<file path="src/rtl/apb_master_ctrl_if.sv">
// apb_master_ctrl_if: processor request bus plus the broadcast APB slave-side signals.
// The master modport is the sequencer's view; the slave modport is the view of whatever
// sits around it (processor and the two APB slaves).
interface apb_master_ctrl_if;
  // Processor side
  logic       start;
  logic       p_write;
  logic [1:0] p_sel;
  logic [7:0] p_addr;
  logic [7:0] p_wdata;
  logic [7:0] p_wait_cycles;
  logic [7:0] p_rdata;
  logic       stable;
  logic       busy;
  logic       error;
  // Slave ids used for target decode
  logic [1:0] id1;
  logic [1:0] id2;
  // APB side, broadcast to both slaves
  logic       m_write;
  logic [1:0] m_sel;
  logic [7:0] m_addr;
  logic [7:0] m_wdata;
  logic       m_enable;
  logic [7:0] m_wait_cycles;
  logic       ready1;
  logic [7:0] rdata1;
  logic       ready2;
  logic [7:0] rdata2;

  modport master (
    input  start, p_write, p_sel, p_addr, p_wdata, p_wait_cycles, id1, id2,
    input  ready1, rdata1, ready2, rdata2,
    output p_rdata, stable, busy, error,
    output m_write, m_sel, m_addr, m_wdata, m_enable, m_wait_cycles
  );

  modport slave (
    output start, p_write, p_sel, p_addr, p_wdata, p_wait_cycles, id1, id2,
    output ready1, rdata1, ready2, rdata2,
    input  p_rdata, stable, busy, error,
    input  m_write, m_sel, m_addr, m_wdata, m_enable, m_wait_cycles
  );
endinterface

</file>
<file path="src/rtl/apb_master_ctrl.sv">
// apb_master_ctrl: single-outstanding APB master sequencer.
// Accepts a processor request in IDLE, decodes the target slave against id1/id2, runs the
// SETUP/ACCESS handshake and reports completion with a one-cycle stable pulse.
// Optional feature: define APB_TIMEOUT_EN to abort an ACCESS phase once TIMEOUT cycles of
// target ready low have elapsed (error pulse with stable). Default build waits forever.
module apb_master_ctrl #(
  parameter int unsigned TIMEOUT = 16
) (
  input logic               clk,
  input logic               reset,
  apb_master_ctrl_if.master bus_io
);

  typedef enum logic [2:0] {
    StIdle,
    StSetup,
    StAccess,
    StDone,
    StFail
  } state_e;

  state_e     state_q, state_d;
  logic       write_q, write_d;
  logic [1:0] sel_q, sel_d;
  logic [7:0] addr_q, addr_d;
  logic [7:0] wdata_q, wdata_d;
  logic [7:0] wait_q, wait_d;
  logic [7:0] rdata_q, rdata_d;
  // 1: slave 1 is the target of the transfer in flight, 0: slave 2
  logic       tgt1_q, tgt1_d;

  logic       req_valid;
  logic       id_hit;
  logic       tgt_ready;
  logic [7:0] tgt_rdata;
  logic       in_xfer;

  if (TIMEOUT == 0) begin : g_bad_timeout
    $error("apb_master_ctrl: TIMEOUT must be >= 1");
  end

`ifdef APB_TIMEOUT_EN
  localparam int unsigned CntW = $clog2(TIMEOUT + 1);

  logic [CntW-1:0] cnt_q, cnt_d;
  logic            timeout_hit;

  // This ready-low cycle is the TIMEOUT-th one spent in ACCESS.
  assign timeout_hit = (cnt_q == CntW'(TIMEOUT - 1));
`endif

  // Request decode; a p_sel of zero never addresses anything.
  assign req_valid = bus_io.start && (bus_io.p_sel != 2'b00);
  assign id_hit    = (bus_io.p_sel == bus_io.id1) || (bus_io.p_sel == bus_io.id2);

  // Only the latched target's handshake is observed.
  assign tgt_ready = tgt1_q ? bus_io.ready1 : bus_io.ready2;
  assign tgt_rdata = tgt1_q ? bus_io.rdata1 : bus_io.rdata2;

  // Next-state and register-load logic.
  always_comb begin
    state_d = state_q;
    write_d = write_q;
    sel_d   = sel_q;
    addr_d  = addr_q;
    wdata_d = wdata_q;
    wait_d  = wait_q;
    rdata_d = rdata_q;
    tgt1_d  = tgt1_q;
`ifdef APB_TIMEOUT_EN
    cnt_d   = cnt_q;
`endif

    unique case (state_q)
      StIdle: begin
        if (req_valid) begin
          if (id_hit) begin
            state_d = StSetup;
            write_d = bus_io.p_write;
            sel_d   = bus_io.p_sel;
            addr_d  = bus_io.p_addr;
            wdata_d = bus_io.p_wdata;
            wait_d  = bus_io.p_wait_cycles;
            // id1 is checked first so it wins when both ids are equal
            tgt1_d  = (bus_io.p_sel == bus_io.id1);
          end else begin
            state_d = StFail;
          end
        end
      end

      StSetup: begin
        state_d = StAccess;
`ifdef APB_TIMEOUT_EN
        cnt_d   = '0;
`endif
      end

      StAccess: begin
        // Ready in the same cycle as the timeout still completes normally.
        if (tgt_ready) begin
          state_d = StDone;
          if (!write_q) begin
            rdata_d = tgt_rdata;
          end
`ifdef APB_TIMEOUT_EN
        end else if (timeout_hit) begin
          state_d = StFail;
        end else begin
          cnt_d = cnt_q + CntW'(1);
`endif
        end
      end

      StDone:  state_d = StIdle;
      StFail:  state_d = StIdle;
      default: state_d = StIdle;
    endcase
  end

  // State and transfer registers; reset aborts any transfer without a completion pulse.
  always_ff @(posedge clk or negedge reset) begin
    if (!reset) begin
      state_q <= StIdle;
      write_q <= 1'b0;
      sel_q   <= 2'b00;
      addr_q  <= 8'h00;
      wdata_q <= 8'h00;
      wait_q  <= 8'h00;
      rdata_q <= 8'h00;
      tgt1_q  <= 1'b0;
    end else begin
      state_q <= state_d;
      write_q <= write_d;
      sel_q   <= sel_d;
      addr_q  <= addr_d;
      wdata_q <= wdata_d;
      wait_q  <= wait_d;
      rdata_q <= rdata_d;
      tgt1_q  <= tgt1_d;
    end
  end

`ifdef APB_TIMEOUT_EN
  // ACCESS wait counter.
  always_ff @(posedge clk or negedge reset) begin
    if (!reset) begin
      cnt_q <= '0;
    end else begin
      cnt_q <= cnt_d;
    end
  end
`endif

  // Outputs decode straight from state so reset forces them low immediately.
  assign in_xfer              = (state_q == StSetup) || (state_q == StAccess);
  assign bus_io.busy          = in_xfer;
  assign bus_io.m_enable      = (state_q == StAccess);
  assign bus_io.m_sel         = in_xfer ? sel_q : 2'b00;
  assign bus_io.stable        = (state_q == StDone) || (state_q == StFail);
  assign bus_io.error         = (state_q == StFail);
  assign bus_io.m_write       = write_q;
  assign bus_io.m_addr        = addr_q;
  assign bus_io.m_wdata       = wdata_q;
  assign bus_io.m_wait_cycles = wait_q;
  assign bus_io.p_rdata       = rdata_q;

endmodule

</file>
<file path="src/flat_wrapper.sv">
// flat-port wrapper written by rule: the top's interface ports become plain ports
module apb_master_ctrl_flat 
#(
  parameter int unsigned TIMEOUT = 16
)
  (clk, reset, bus_io_start, bus_io_p_write, bus_io_p_sel, bus_io_p_addr, bus_io_p_wdata, bus_io_p_wait_cycles, bus_io_id1, bus_io_id2, bus_io_ready1, bus_io_rdata1, bus_io_ready2, bus_io_rdata2, bus_io_p_rdata, bus_io_stable, bus_io_busy, bus_io_error, bus_io_m_write, bus_io_m_sel, bus_io_m_addr, bus_io_m_wdata, bus_io_m_enable, bus_io_m_wait_cycles);
  apb_master_ctrl_if bus_io_i ();
  input logic clk;
  input logic reset;
  input wire logic [$bits(bus_io_i.start)-1:0] bus_io_start;
  input wire logic [$bits(bus_io_i.p_write)-1:0] bus_io_p_write;
  input wire logic [$bits(bus_io_i.p_sel)-1:0] bus_io_p_sel;
  input wire logic [$bits(bus_io_i.p_addr)-1:0] bus_io_p_addr;
  input wire logic [$bits(bus_io_i.p_wdata)-1:0] bus_io_p_wdata;
  input wire logic [$bits(bus_io_i.p_wait_cycles)-1:0] bus_io_p_wait_cycles;
  input wire logic [$bits(bus_io_i.id1)-1:0] bus_io_id1;
  input wire logic [$bits(bus_io_i.id2)-1:0] bus_io_id2;
  input wire logic [$bits(bus_io_i.ready1)-1:0] bus_io_ready1;
  input wire logic [$bits(bus_io_i.rdata1)-1:0] bus_io_rdata1;
  input wire logic [$bits(bus_io_i.ready2)-1:0] bus_io_ready2;
  input wire logic [$bits(bus_io_i.rdata2)-1:0] bus_io_rdata2;
  output wire logic [$bits(bus_io_i.p_rdata)-1:0] bus_io_p_rdata;
  output wire logic [$bits(bus_io_i.stable)-1:0] bus_io_stable;
  output wire logic [$bits(bus_io_i.busy)-1:0] bus_io_busy;
  output wire logic [$bits(bus_io_i.error)-1:0] bus_io_error;
  output wire logic [$bits(bus_io_i.m_write)-1:0] bus_io_m_write;
  output wire logic [$bits(bus_io_i.m_sel)-1:0] bus_io_m_sel;
  output wire logic [$bits(bus_io_i.m_addr)-1:0] bus_io_m_addr;
  output wire logic [$bits(bus_io_i.m_wdata)-1:0] bus_io_m_wdata;
  output wire logic [$bits(bus_io_i.m_enable)-1:0] bus_io_m_enable;
  output wire logic [$bits(bus_io_i.m_wait_cycles)-1:0] bus_io_m_wait_cycles;
  assign bus_io_i.start = bus_io_start;
  assign bus_io_i.p_write = bus_io_p_write;
  assign bus_io_i.p_sel = bus_io_p_sel;
  assign bus_io_i.p_addr = bus_io_p_addr;
  assign bus_io_i.p_wdata = bus_io_p_wdata;
  assign bus_io_i.p_wait_cycles = bus_io_p_wait_cycles;
  assign bus_io_i.id1 = bus_io_id1;
  assign bus_io_i.id2 = bus_io_id2;
  assign bus_io_i.ready1 = bus_io_ready1;
  assign bus_io_i.rdata1 = bus_io_rdata1;
  assign bus_io_i.ready2 = bus_io_ready2;
  assign bus_io_i.rdata2 = bus_io_rdata2;
  assign bus_io_p_rdata = bus_io_i.p_rdata;
  assign bus_io_stable = bus_io_i.stable;
  assign bus_io_busy = bus_io_i.busy;
  assign bus_io_error = bus_io_i.error;
  assign bus_io_m_write = bus_io_i.m_write;
  assign bus_io_m_sel = bus_io_i.m_sel;
  assign bus_io_m_addr = bus_io_i.m_addr;
  assign bus_io_m_wdata = bus_io_i.m_wdata;
  assign bus_io_m_enable = bus_io_i.m_enable;
  assign bus_io_m_wait_cycles = bus_io_i.m_wait_cycles;
  apb_master_ctrl #(.TIMEOUT(TIMEOUT)) u_core (.clk(clk), .reset(reset), .bus_io(bus_io_i));
endmodule
</file>
<file path="config.mk">
export PLATFORM = sky130hd
export DESIGN_NAME = apb_master_ctrl_flat
export DESIGN_NICKNAME = d
export VERILOG_FILES = /design/src/rtl/apb_master_ctrl_if.sv /design/src/rtl/apb_master_ctrl.sv /design/src/flat_wrapper.sv
export SDC_FILE = /design/constraint.sdc
export NUM_CORES = 1
export LEC_CHECK = 0
export ABC_AREA = 1
export BUFFER_PORTS_ARGS = -buffer_cell sky130_fd_sc_hd__buf_2
export CORE_MARGIN = 3
export CORE_UTILIZATION = 37
export DETAILED_ROUTE_END_ITERATION = 10
export PLACE_DENSITY = 0.69
export SLEW_MARGIN = 10
export SYNTH_ARGS = -nofsm -noshare
export SYNTH_HDL_FRONTEND = slang
export SYNTH_SLANG_ARGS = --single-unit
</file>
<file path="constraint.sdc">
create_clock -name clk -period 1.9 [get_ports clk]
set_input_delay 0.38 -clock clk [delete_from_list [all_inputs] [get_ports clk]]
set_output_delay 0.38 -clock clk [all_outputs]
set_load 0.005 [all_outputs]
</file>
==> results of run 1 <==
-- final cells by class --
type                            count  share of cell area [%]
Tap cell                           67                    3.43
Inverter                           13                    1.99
Clock buffer                        6                    2.97
Timing Repair Buffer               95                    19.9
Sequential cell                    39                    39.9
Multi-Input combinational cell    153                    31.8
-- kinds of logic (layout without fill, tap and decap cells) --
logic type,after synthesis,in the layout
AO/OA/AOI/OAI,14,14
buffers and inverters,26,114
flip-flops,39,39
multiplexers,8,8
AND/OR/NAND/NOR,131,131
-- cells in the final DEF (no fill, tap or decap), types with 2 or more instances in the layout --
cell                        n
sky130_fd_sc_hd__dfrtp_1   39
sky130_fd_sc_hd__nand4_1   28
sky130_fd_sc_hd__nand2_2    3
sky130_fd_sc_hd__o21ai_0   10
sky130_fd_sc_hd__and3_1     2
sky130_fd_sc_hd__a21oi_1    3
sky130_fd_sc_hd__inv_1     10
sky130_fd_sc_hd__inv_2      3
sky130_fd_sc_hd__mux2_2     8
sky130_fd_sc_hd__buf_4      5
sky130_fd_sc_hd__clkbuf_8   5
sky130_fd_sc_hd__buf_2     90
sky130_fd_sc_hd__nand3_1    2
sky130_fd_sc_hd__and2_1     2
sky130_fd_sc_hd__nor2_1     2
sky130_fd_sc_hd__nor2_4     2
sky130_fd_sc_hd__nand2_1   88
-- how the worst max path moves through the flow --
stage,from,end,slack (ns),cells past startpoint
after CTS,u_core.state_q[2]$_DFFE_PN0P_,bus_io_m_sel[1],0.17,3
final,u_core.state_q[2]$_DFFE_PN0P_,bus_io_m_sel[1],0.19,3
after detailed placement,u_core.state_q[1]$_DFFE_PN0P_,u_core.bus_io.m_wdata[2]$_DFFE_PN0P_,0.32,6
after global routing,u_core.state_q[2]$_DFFE_PN0P_,bus_io_m_sel[1],0.08,3
after global placement,bus_io_p_sel[0],u_core.bus_io.m_wait_cycles[7]$_DFFE_PN0P_,0.36,9
after floorplan,u_core.state_q[0]$_DFFE_PN0P_,u_core.bus_io.m_addr[0]$_DFFE_PN0P_,0.69,7
-- stage by stage --
stage | area, µm² | setup WS, ns | utilization, % | hold WS [ns]
floorplan | 1900 | 0.691 | - | 0.0844
detailed placement | 2370 | 0.320 | 49.0 | 0.457
global route | 2450 | 0.0815 | 50.5 | 0.179
finish | 2450 | 0.187 | 50.5 | 0.139
global placement | 2370 | 0.365 | 49.0 | 0.458
CTS | 2450 | 0.172 | 50.5 | 0.153
-- worst max-delay path, delay by kind of cell (launching register included) --
family	cells	cell delay, ns
AOI/OAI and AO/OA	1	0.27
buffers and inverters	1	0.12
DFF	1	0.44
and+or+nand+nor	1	0.23
-- power by group through the flow --
stage / clock (mW) / combinational (mW) / sequential (mW)
finish: 0.509 / 1.46 / 1.45
CTS: 0.531 / 1.49 / 1.46
floorplan: 0 / 0.874 / 1.44
global placement: 0 / 1.46 / 1.47
global route: 0.557 / 1.68 / 1.51
detailed placement: 0 / 1.49 / 1.47
-- registers in the layout, summed over array words and instances, names as in the netlist --
| name | cells |
|---|---|
| u_core.bus_io.m_addr | 8 |
| u_core.bus_io.m_wait_cycles | 8 |
| u_core.bus_io.m_wdata | 8 |
| u_core.bus_io.m_write | 1 |
| u_core.bus_io.p_rdata | 8 |
| u_core.sel_q | 2 |
| u_core.state_q | 3 |
| u_core.tgt1_q | 1 |
-- routing by layer --
layer  vias to the layer above  GRT usage [%]  part of all wire, %  wire length, µm
li1                        894              -                    -                -
met1                       784           20.4                   44             2080
met2                        60           26.3                   48             2250
met3                         5           4.41                  7.2              337
met4                         0           4.27                  1.0               47
met5                         -              0                    0                0
==> tab_implementation.tex, run 1 <==
\begin{tabular}{lr}
\hline
Metric & Value \\
\hline
\multicolumn{2}{l}{\textbf{Clock network}} \\
Total number of clock tree sinks & 39 \\
CTS clk-pin slew, worst paths & 0.07 ns \\
Insertion delay to the later sink of the worst-skew pair & 0.28 ns \\
Number of H-tree branching levels & 2 \\
Buffer cell driving the clock tree root & sky130\_fd\_sc\_hd\_\_clkbuf\_8 \\
Resize count post-CTS & 0 \\
Maximum buffer depth of the clock tree & 2 \\
Clock tree from TritonCTS & built \\
Number of buffers added to fix hold violations after cts & 0 \\
TritonCTS Buffers & 5 \\
Number of setup buffers added after CTS & 0 \\
\multicolumn{2}{l}{\textbf{Pwr}} \\
Total power per unit cell area & 1400 nW/µm² \\
Proportion of power drawn by the clock network & 14.9\% \\
Internal & 2.10 mW \\
Net Sw Frac & 38.7\% \\
Seq pwr share & 42.4\% \\
Switching power & 1.32 mW \\
Final Power & 3.42 mW \\
Leakage power of the design & 1.41 nW \\
Maximum ir drop on the vdd rail & 0.000546 V \\
Combinational group share of total power & 42.8\% \\
\multicolumn{2}{l}{\textbf{Timing}} \\
Fin Clk Skew & 0.00345 ns \\
Slew of the pin with the lowest slew margin & 0.509 ns \\
Period Utilization, post-route & 90.2\% \\
RSZ-0062 raised after global routing & no \\
Final hold viol count & 0 \\
Max-slew headroom at the worst pin & 66.1\% \\
Achievable frequency & 0.584 GHz \\
Shortest clock period the worst path allows after layout & 1.71 ns \\
Setup Total Neg Slack & 0 ns \\
Final Slew Violations & 0 \\
Final setup violation count & 0 \\
\multicolumn{2}{l}{\textbf{Worst setup path}} \\
Slowest stage cell on the critical path & sky130\_fd\_sc\_hd\_\_dfrtp\_1 \\
Ordered list of cells on the worst path & a21oi\_1, and3\_1, buf\_2 \\
Worst path max stage delay & 0.44 ns \\
Number of cell instances on the worst register-to-register path & 6 \\
Startpoint type of the worst setup path & flop \\
Kind of end point of the critical path & primary output \\
Required arrival time at the worst endpoint & 1.52 ns \\
Worst setup slack for register-to-register paths & 0.34 ns \\
Worst reg2reg path endpoint & u\_core.bus\_io.m\_wdata[3]\$\_DFFE\_PN0P\_ \\
Critical path peak fanout & 5 \\
Start-to-end type of the worst setup path & flop to primary output \\
Worst Path Arrival & 1.33 ns \\
Startpoint of the worst register-to-register path & u\_core.state\_q[0]\$\_DFFE\_PN0P\_ \\
\multicolumn{2}{l}{\textbf{Synthesis}} \\
Gate count after technology mapping & 218 \\
Count of synthesis-stage warnings from yosys & 0 \\
Post-synth EDFFs & 0 \\
Share of the synthesized area in the top cell type & 51.5\% \\
Unique cell type count in the Yosys netlist & 21 \\
Avg Cell Area, Syn & 8.70 µm² \\
Share of synthesized flip-flops with an asynchronous set or reset & 100\% \\
Share of the synthesized area in compound gates (AO/OA/AOI/OAI) & 3.70\% \\
Sequential cell area fraction in the yosys report & 51.5\% \\
Cell area after synthesis & 1900 µm² \\
Share of synthesized area spent on multiplexers & 4.75\% \\
Synth area leader & sky130\_fd\_sc\_hd\_\_dfrtp\_1 \\
\#FFs+latches synth & 39 \\
Simple logic cell fraction of the synthesized area & 32.6\% \\
Arithmetic-cell share of the synthesized area counting full adders, half adders and majority gates & 0\% \\
Post-synth top flop & sky130\_fd\_sc\_hd\_\_dfrtp\_1 \\
Share of the synthesized netlist area taken by xor and xnor gates & 0\% \\
Combinational family with the most area after synthesis & simple AND/OR/NAND/NOR gates \\
Net count after synthesis & 270 \\
Most instantiated library cell after synthesis & sky130\_fd\_sc\_hd\_\_nand2\_1 \\
Most common library cells after synthesis & sky130\_fd\_sc\_hd\_\_nand2\_1 (88), sky130\_fd\_sc\_hd\_\_dfrtp\_1 (39), sky130\_fd\_sc\_hd\_\_nand4\_1 (28) \\
Largest cells by area after synthesis & sky130\_fd\_sc\_hd\_\_dfrtp\_1 (51\%), sky130\_fd\_sc\_hd\_\_nand2\_1 (17\%), sky130\_fd\_sc\_hd\_\_nand4\_1 (9.2\%) \\
\multicolumn{2}{l}{\textbf{Global routing}} \\
Total routing usage reported by global routing & 15.9\% \\
Vias in the first global route & 1663 \\
GR Overflow Total & 0 \\
Number of antenna violations at the first check in global routing & 0 \\
Pin count of the biggest net entering global routing & 40 \\
Wire length of the first global-routing pass & 7.68 mm \\
\multicolumn{2}{l}{\textbf{Floorplan}} \\
Num rows & 25 \\
Horizontal die dimension & 77.6 µm \\
Core Area & 4850 µm² \\
Die span in y & 77.6 µm \\
Initial Utilization & 39.1\% \\
I/O Pins & 91 \\
Area of the die & 6020 µm² \\
\multicolumn{2}{l}{\textbf{Finish}} \\
Total area of multi-input combinational cells & 778 µm² \\
Area overhead of the layout relative to synthesis & 29.1\% \\
Share of cells above drive strength 1 & 38.6\% \\
Fill cells & 470 \\
Final Non-Filler Cells & 373 \\
Reg area & 976 µm² \\
Fin nets & 359 \\
N\_diodes & 0 \\
\multicolumn{2}{l}{\textbf{Routing}} \\
Total via count after detailed routing & 1743 \\
Routed via count divided by cell count & 4.67 \\
Total detailed-routing wirelength & 4.71 mm \\
Number of antenna-violating nets in the routed design & 0 \\
DRC & 0 \\
First-iteration detailed-routing DRC count & 48 \\
Detailed-router iteration count before antenna repair & 4 \\
Detailed-route wire length per cell & 12.6 µm \\
\multicolumn{2}{l}{\textbf{Place}} \\
DP HPWL & 3.44 mm \\
Number of buffers inserted by port buffering & 90 \\
Global placer's final weighted congestion & 0.753 \\
Placed cell count & 367 \\
\multicolumn{2}{l}{\textbf{Status}} \\
Status & finished, final reports clean \\
\multicolumn{2}{l}{\textbf{Run}} \\
Maximum capacitance violations & 0 \\
\multicolumn{2}{l}{\textbf{Worst hold path}} \\
Hold Path Class & primary input to asynchronous set/reset pin \\
\hline
\end{tabular}
(Power assumes the default switching activity.)
==> run 2: changes to the inputs <==
- CORE_UTILIZATION: 37 -> 49
- PLACE_DENSITY: 0.69 -> 0.87
==> run 2 against run 1 <==
Combinational power about the same. Sequential power hardly changed. Clock power is 39% higher. Via count rose by 2.0%. Register-to-register slack got worse by 0.07 ns. Critical path depth unchanged. Worst hold slack improved by 0.056 ns. Flip-flop and latch count did not move. Critical path type unchanged.
==> tab_implementation.tex, run 2 (synthesis gave the netlist of run 1 again) <==
\begin{tabular}{lr}
\hline
Metric & Value \\
\hline
\multicolumn{2}{l}{\textbf{Worst hold path}} \\
Hold Path Class & primary input to asynchronous set/reset pin \\
\multicolumn{2}{l}{\textbf{Clock network}} \\
Resize count post-CTS & 0 \\
CTS clk-pin slew, worst paths & 0.07 ns \\
Clock tree from TritonCTS & built \\
Number of H-tree branching levels & 2 \\
Number of setup buffers added after CTS & 0 \\
TritonCTS Buffers & 5 \\
Maximum buffer depth of the clock tree & 2 \\
Total number of clock tree sinks & 39 \\
Number of buffers added to fix hold violations after cts & 0 \\
Insertion delay to the later sink of the worst-skew pair & 0.29 ns \\
Buffer cell driving the clock tree root & sky130\_fd\_sc\_hd\_\_clkbuf\_8 \\
\multicolumn{2}{l}{\textbf{Timing}} \\
Final hold viol count & 0 \\
Fin Clk Skew & 0.00222 ns \\
Final Slew Violations & 0 \\
Period Utilization, post-route & 87.7\% \\
Slew of the pin with the lowest slew margin & 0.842 ns \\
Final setup violation count & 0 \\
Achievable frequency & 0.600 GHz \\
Shortest clock period the worst path allows after layout & 1.67 ns \\
Setup Total Neg Slack & 0 ns \\
RSZ-0062 raised after global routing & no \\
Max-slew headroom at the worst pin & 43.8\% \\
\multicolumn{2}{l}{\textbf{Global routing}} \\
Number of antenna violations at the first check in global routing & 0 \\
Pin count of the biggest net entering global routing & 40 \\
Total routing usage reported by global routing & 20.8\% \\
Wire length of the first global-routing pass & 7.38 mm \\
Vias in the first global route & 1704 \\
GR Overflow Total & 0 \\
\multicolumn{2}{l}{\textbf{Worst setup path}} \\
Worst path max stage delay & 0.43 ns \\
Kind of end point of the critical path & primary output \\
Required arrival time at the worst endpoint & 1.52 ns \\
Startpoint type of the worst setup path & flop \\
Critical path peak fanout & 5 \\
Slowest stage cell on the critical path & sky130\_fd\_sc\_hd\_\_dfrtp\_1 \\
Delay-heaviest family, CP & flip-flops \\
Worst Path Arrival & 1.29 ns \\
Count of buffer and inverter cells on the critical path & 1 \\
Ordered list of cells on the worst path & a21oi\_1, and3\_1, buf\_2 \\
Start-to-end type of the worst setup path & flop to primary output \\
\multicolumn{2}{l}{\textbf{Routing}} \\
First-iteration detailed-routing DRC count & 135 \\
Detailed-router iteration count before antenna repair & 4 \\
Routed via count divided by cell count & 5.03 \\
Total detailed-routing wirelength & 4.48 mm \\
DRC & 0 \\
Detailed-route wire length per cell & 12.7 µm \\
Total via count after detailed routing & 1777 \\
Number of antenna-violating nets in the routed design & 0 \\
\multicolumn{2}{l}{\textbf{Finish}} \\
Reg area & 976 µm² \\
Area overhead of the layout relative to synthesis & 29.7\% \\
Total area of multi-input combinational cells & 778 µm² \\
Highest-count cells in the layout ignoring fill and taps & sky130\_fd\_sc\_hd\_\_buf\_2 (90), sky130\_fd\_sc\_hd\_\_nand2\_1 (88), sky130\_fd\_sc\_hd\_\_dfrtp\_1 (39) \\
Most common cell after layout, fill and taps aside & sky130\_fd\_sc\_hd\_\_buf\_2 \\
Fin nets & 358 \\
N\_diodes & 0 \\
Fill cells & 305 \\
Final core occ & 69.8\% \\
Final Non-Filler Cells & 353 \\
Share of cells above drive strength 1 & 39.1\% \\
\multicolumn{2}{l}{\textbf{Place}} \\
Number of buffers inserted by port buffering & 90 \\
Global placer's final weighted congestion & 0.749 \\
DP HPWL & 3.31 mm \\
Placed cell count & 345 \\
\multicolumn{2}{l}{\textbf{Floorplan}} \\
Die span in y & 68.2 µm \\
Num rows & 21 \\
Initial Utilization & 53.8\% \\
Horizontal die dimension & 68.2 µm \\
Core Area & 3520 µm² \\
Area of the die & 4650 µm² \\
I/O Pins & 91 \\
\multicolumn{2}{l}{\textbf{Pwr}} \\
Maximum ir drop on the vdd rail & 0.000754 V \\
Total power per unit cell area & 1480 nW/µm² \\
Leakage power of the design & 1.43 nW \\
\multicolumn{2}{l}{\textbf{Status}} \\
Status & finished, final reports clean \\
\multicolumn{2}{l}{\textbf{Run}} \\
Maximum capacitance violations & 0 \\
\hline
\end{tabular}
## run 2: worst register-to-register path, cell delays in order, from the launching register on
cell and delay [ns]:
sky130_fd_sc_hd__dfrtp_1 0.41, sky130_fd_sc_hd__inv_1 0.06, sky130_fd_sc_hd__nand2_1 0.15, sky130_fd_sc_hd__nor2_4 0.33, sky130_fd_sc_hd__nand3_4 0.35, sky130_fd_sc_hd__nand2_1 0.16
sky130_fd_sc_hd__nand2_1 0.06
## run 2: final timing paths
kind | to | depth (start not counted) | slack (ns) | startpoint
max | bus_io_m_sel[0] | 3 | 0.23 | u_core.state_q[2]$_DFFE_PN0P_
min | u_core.bus_io.m_wait_cycles[6]$_DFFE_PN0P_ | 1 | 0.20 | reset
max reg2reg | u_core.bus_io.m_wait_cycles[4]$_DFFE_PN0P_ | 6 | 0.27 | u_core.state_q[1]$_DFFE_PN0P_
min reg2reg | u_core.bus_io.m_wait_cycles[6]$_DFFE_PN0P_ | 2 | 0.47 | u_core.bus_io.m_wait_cycles[6]$_DFFE_PN0P_
max in group asynchronous | u_core.bus_io.m_wdata[3]$_DFFE_PN0P_ | 1 | 1.18 | reset
min in group clk | u_core.bus_io.m_addr[5]$_DFFE_PN0P_ | 3 | 0.34 | bus_io_p_addr[5]
## run 2: layout make-up
cell class	instances	area share (%)
multi-input combinational	153	31.7
clock inverter	2	1.42
timing repair buffer	94	19.5
sequential	39	39.7
clock buffer	6	3.36
tap	46	2.34
inverter	13	1.98
## run 2: layer usage
metal / track usage [%] / vias to the layer above / part of all wire [%] / wire length, µm
met5: 0 / - / 0 / 0
met1: 26.4 / 821 / 42 / 1890
met3: 3.61 / 6 / 6.9 / 311
met4: 7.94 / 0 / 1.4 / 61
met2: 35.4 / 59 / 49 / 2210
li1: - / 891 / - / -
## run 2: power by group
part	internal, mW	leakage, nW	total [mW]	switching [mW]
Sequential	1.21	0.490	1.47	0.263
Combinational	0.647	0.877	1.45	0.802
Clock	0.425	0.0612	0.706	0.281
## run 2: per-stage QoR
step	setup WS [ns]	power (mW)	area, µm²	hold slack (ns)
6_report	0.234	3.63	2460	0.195
5_1_grt	0.0813	3.95	2460	0.255
4_1_cts	0.211	3.67	2460	0.218
3_5_place_dp	0.287	2.96	2340	0.455
3_3_place_gp	0.382	2.91	2340	0.450
2_1_floorplan	0.691	2.32	1900	0.0844
==> run 3: changes to the inputs <==
- MAX_ROUTING_LAYER: default -> met4
- REMOVE_ABC_BUFFERS: default -> 1
- TNS_END_PERCENT: default -> 5
==> run 3 against run 2 <==
Sequential share of layout area is 0.72 points higher. Non-clock buffer count is 1 lower. Combinational power is 3% lower. Clock skew is 0.0013 ns higher. Sequential power hardly changed. Critical path type unchanged.
==> tab_implementation.tex, run 3 (synthesis gave the netlist of run 1 again) <==
\begin{tabular}{lr}
\hline
Metric & Value \\
\hline
\multicolumn{2}{l}{\textbf{Timing}} \\
Achievable frequency & 0.590 GHz \\
Final setup violation count & 0 \\
Final hold viol count & 0 \\
Max-slew headroom at the worst pin & 44.3\% \\
Shortest clock period the worst path allows after layout & 1.70 ns \\
Final Slew Violations & 0 \\
Period Utilization, post-route & 89.2\% \\
RSZ-0062 raised after global routing & no \\
Fin Clk Skew & 0.00355 ns \\
Smallest hold slack & 0.197 ns \\
Slew of the pin with the lowest slew margin & 0.835 ns \\
Setup Total Neg Slack & 0 ns \\
\multicolumn{2}{l}{\textbf{Clock network}} \\
Number of H-tree branching levels & 2 \\
Buffer cell driving the clock tree root & sky130\_fd\_sc\_hd\_\_clkbuf\_8 \\
Number of buffers added to fix hold violations after cts & 0 \\
TritonCTS Buffers & 5 \\
Total number of clock tree sinks & 39 \\
Clock tree from TritonCTS & built \\
Insertion delay to the later sink of the worst-skew pair & 0.28 ns \\
Number of setup buffers added after CTS & 0 \\
Resize count post-CTS & 0 \\
CTS clk-pin slew, worst paths & 0.07 ns \\
Maximum buffer depth of the clock tree & 2 \\
\multicolumn{2}{l}{\textbf{Routing}} \\
Routed via count divided by cell count & 4.98 \\
Number of antenna-violating nets in the routed design & 0 \\
First-iteration detailed-routing DRC count & 58 \\
DRC & 0 \\
Total via count after detailed routing & 1754 \\
Total detailed-routing wirelength & 4.43 mm \\
Detailed-router iteration count before antenna repair & 6 \\
Detailed-route wire length per cell & 12.6 µm \\
\multicolumn{2}{l}{\textbf{Floorplan}} \\
Core Area & 3520 µm² \\
Die span in y & 68.2 µm \\
Horizontal die dimension & 68.2 µm \\
Num rows & 21 \\
I/O Pins & 91 \\
Initial Utilization & 53.8\% \\
Area of the die & 4650 µm² \\
\multicolumn{2}{l}{\textbf{Worst setup path}} \\
Critical path peak fanout & 5 \\
Startpoint of the worst register-to-register path & u\_core.state\_q[0]\$\_DFFE\_PN0P\_ \\
Worst reg2reg path endpoint & u\_core.bus\_io.m\_wait\_cycles[0]\$\_DFFE\_PN0P\_ \\
Worst setup slack for register-to-register paths & 0.31 ns \\
Kind of end point of the critical path & primary output \\
Start-to-end type of the worst setup path & flop to primary output \\
Required arrival time at the worst endpoint & 1.52 ns \\
Number of cell instances on the worst register-to-register path & 6 \\
Startpoint type of the worst setup path & flop \\
Worst Path Arrival & 1.32 ns \\
\multicolumn{2}{l}{\textbf{Global routing}} \\
Pin count of the biggest net entering global routing & 40 \\
GR Overflow Total & 0 \\
Wire length of the first global-routing pass & 7.12 mm \\
Number of antenna violations at the first check in global routing & 0 \\
Total routing usage reported by global routing & 20.8\% \\
Vias in the first global route & 1652 \\
\multicolumn{2}{l}{\textbf{Finish}} \\
Area overhead of the layout relative to synthesis & 27.4\% \\
Reg area & 976 µm² \\
Share of cells above drive strength 1 & 38.2\% \\
Highest-count cells in the layout ignoring fill and taps & sky130\_fd\_sc\_hd\_\_buf\_2 (90), sky130\_fd\_sc\_hd\_\_nand2\_1 (88), sky130\_fd\_sc\_hd\_\_dfrtp\_1 (39) \\
Total area of multi-input combinational cells & 778 µm² \\
Fin nets & 357 \\
Fill cells & 302 \\
N\_diodes & 0 \\
Most common cell after layout, fill and taps aside & sky130\_fd\_sc\_hd\_\_buf\_2 \\
\multicolumn{2}{l}{\textbf{Worst hold path}} \\
Hold Path Class & primary input to asynchronous set/reset pin \\
\multicolumn{2}{l}{\textbf{Place}} \\
DP HPWL & 3.32 mm \\
Global placer's final weighted congestion & 0.771 \\
Number of buffers inserted by port buffering & 90 \\
\multicolumn{2}{l}{\textbf{Pwr}} \\
Total power per unit cell area & 1420 nW/µm² \\
Maximum ir drop on the vdd rail & 0.000714 V \\
Leakage power of the design & 1.40 nW \\
Final Power & 3.43 mW \\
\multicolumn{2}{l}{\textbf{Run}} \\
Maximum capacitance violations & 0 \\
\multicolumn{2}{l}{\textbf{Status}} \\
Status & finished, final reports clean \\
\hline
\end{tabular}
-- run 3: cell types whose count changed in the layout (fill, tap and decap cells not counted), sizes merged --
cell    delta
buf        -1
bufinv     -1
clkbuf     +1
-- run 3: critical path, cell delays in order (launching register included) --
cell                      delay, ns
sky130_fd_sc_hd__dfrtp_1       0.44
sky130_fd_sc_hd__a21oi_1       0.27
sky130_fd_sc_hd__and3_1        0.21
sky130_fd_sc_hd__buf_2         0.11
-- run 3: worst max path at each step --
| stage | from | endpoint |
|---|---|---|
| final | u_core.state_q[2]$_DFFE_PN0P_ | bus_io_m_sel[0] |
| after CTS | u_core.state_q[2]$_DFFE_PN0P_ | bus_io_m_sel[0] |
| after floorplan | u_core.state_q[0]$_DFFE_PN0P_ | u_core.bus_io.m_addr[0]$_DFFE_PN0P_ |
| after global routing | u_core.state_q[2]$_DFFE_PN0P_ | bus_io_m_sel[0] |
| after global placement | u_core.state_q[1]$_DFFE_PN0P_ | u_core.bus_io.m_wait_cycles[5]$_DFFE_PN0P_ |
| after detailed placement | u_core.state_q[1]$_DFFE_PN0P_ | u_core.bus_io.m_wait_cycles[1]$_DFFE_PN0P_ |
-- run 3: layer usage --
| layer | global-route usage (%) | vias up | share of wire [%] |
|---|---|---|---|
| met3 | 3.61 | 5 | 9.4 |
| li1 | - | 890 | - |
| met5 | - | - | 0 |
| met1 | 24.6 | 779 | 41 |
| met4 | 5.96 | 0 | 0.79 |
| met2 | 36.2 | 80 | 49 |
-- run 3: layout make-up --
type / count / share of cell area [%]
clock buffers: 7 / 3.16
well taps: 46 / 2.38
inverters: 13 / 2.02
repair buffers: 93 / 19.6
clock inverters: 1 / 0.207
multi-input cells: 153 / 32.2
flip-flops and latches: 39 / 40.4
-- run 3: metrics by stage --
stage | cell area, µm² | setup slack [ns] | cells | util (%)
after global routing | 2410 | 0.115 | 352 | 68.6
after CTS | 2410 | 0.195 | 352 | 68.6
final | 2410 | 0.205 | 352 | 68.6
after global placement | 2330 | 0.386 | 344 | 66.3
after detailed placement | 2330 | 0.322 | 344 | 66.3
after floorplan | 1800 | 0.342 | 205 | -
-- run 3: power by group --
part | internal (mW) | switching (mW) | leakage (nW) | total, mW
clock | 0.257 | 0.270 | 0.0422 | 0.527
sequential | 1.21 | 0.279 | 0.490 | 1.49
combinational | 0.628 | 0.781 | 0.872 | 1.41
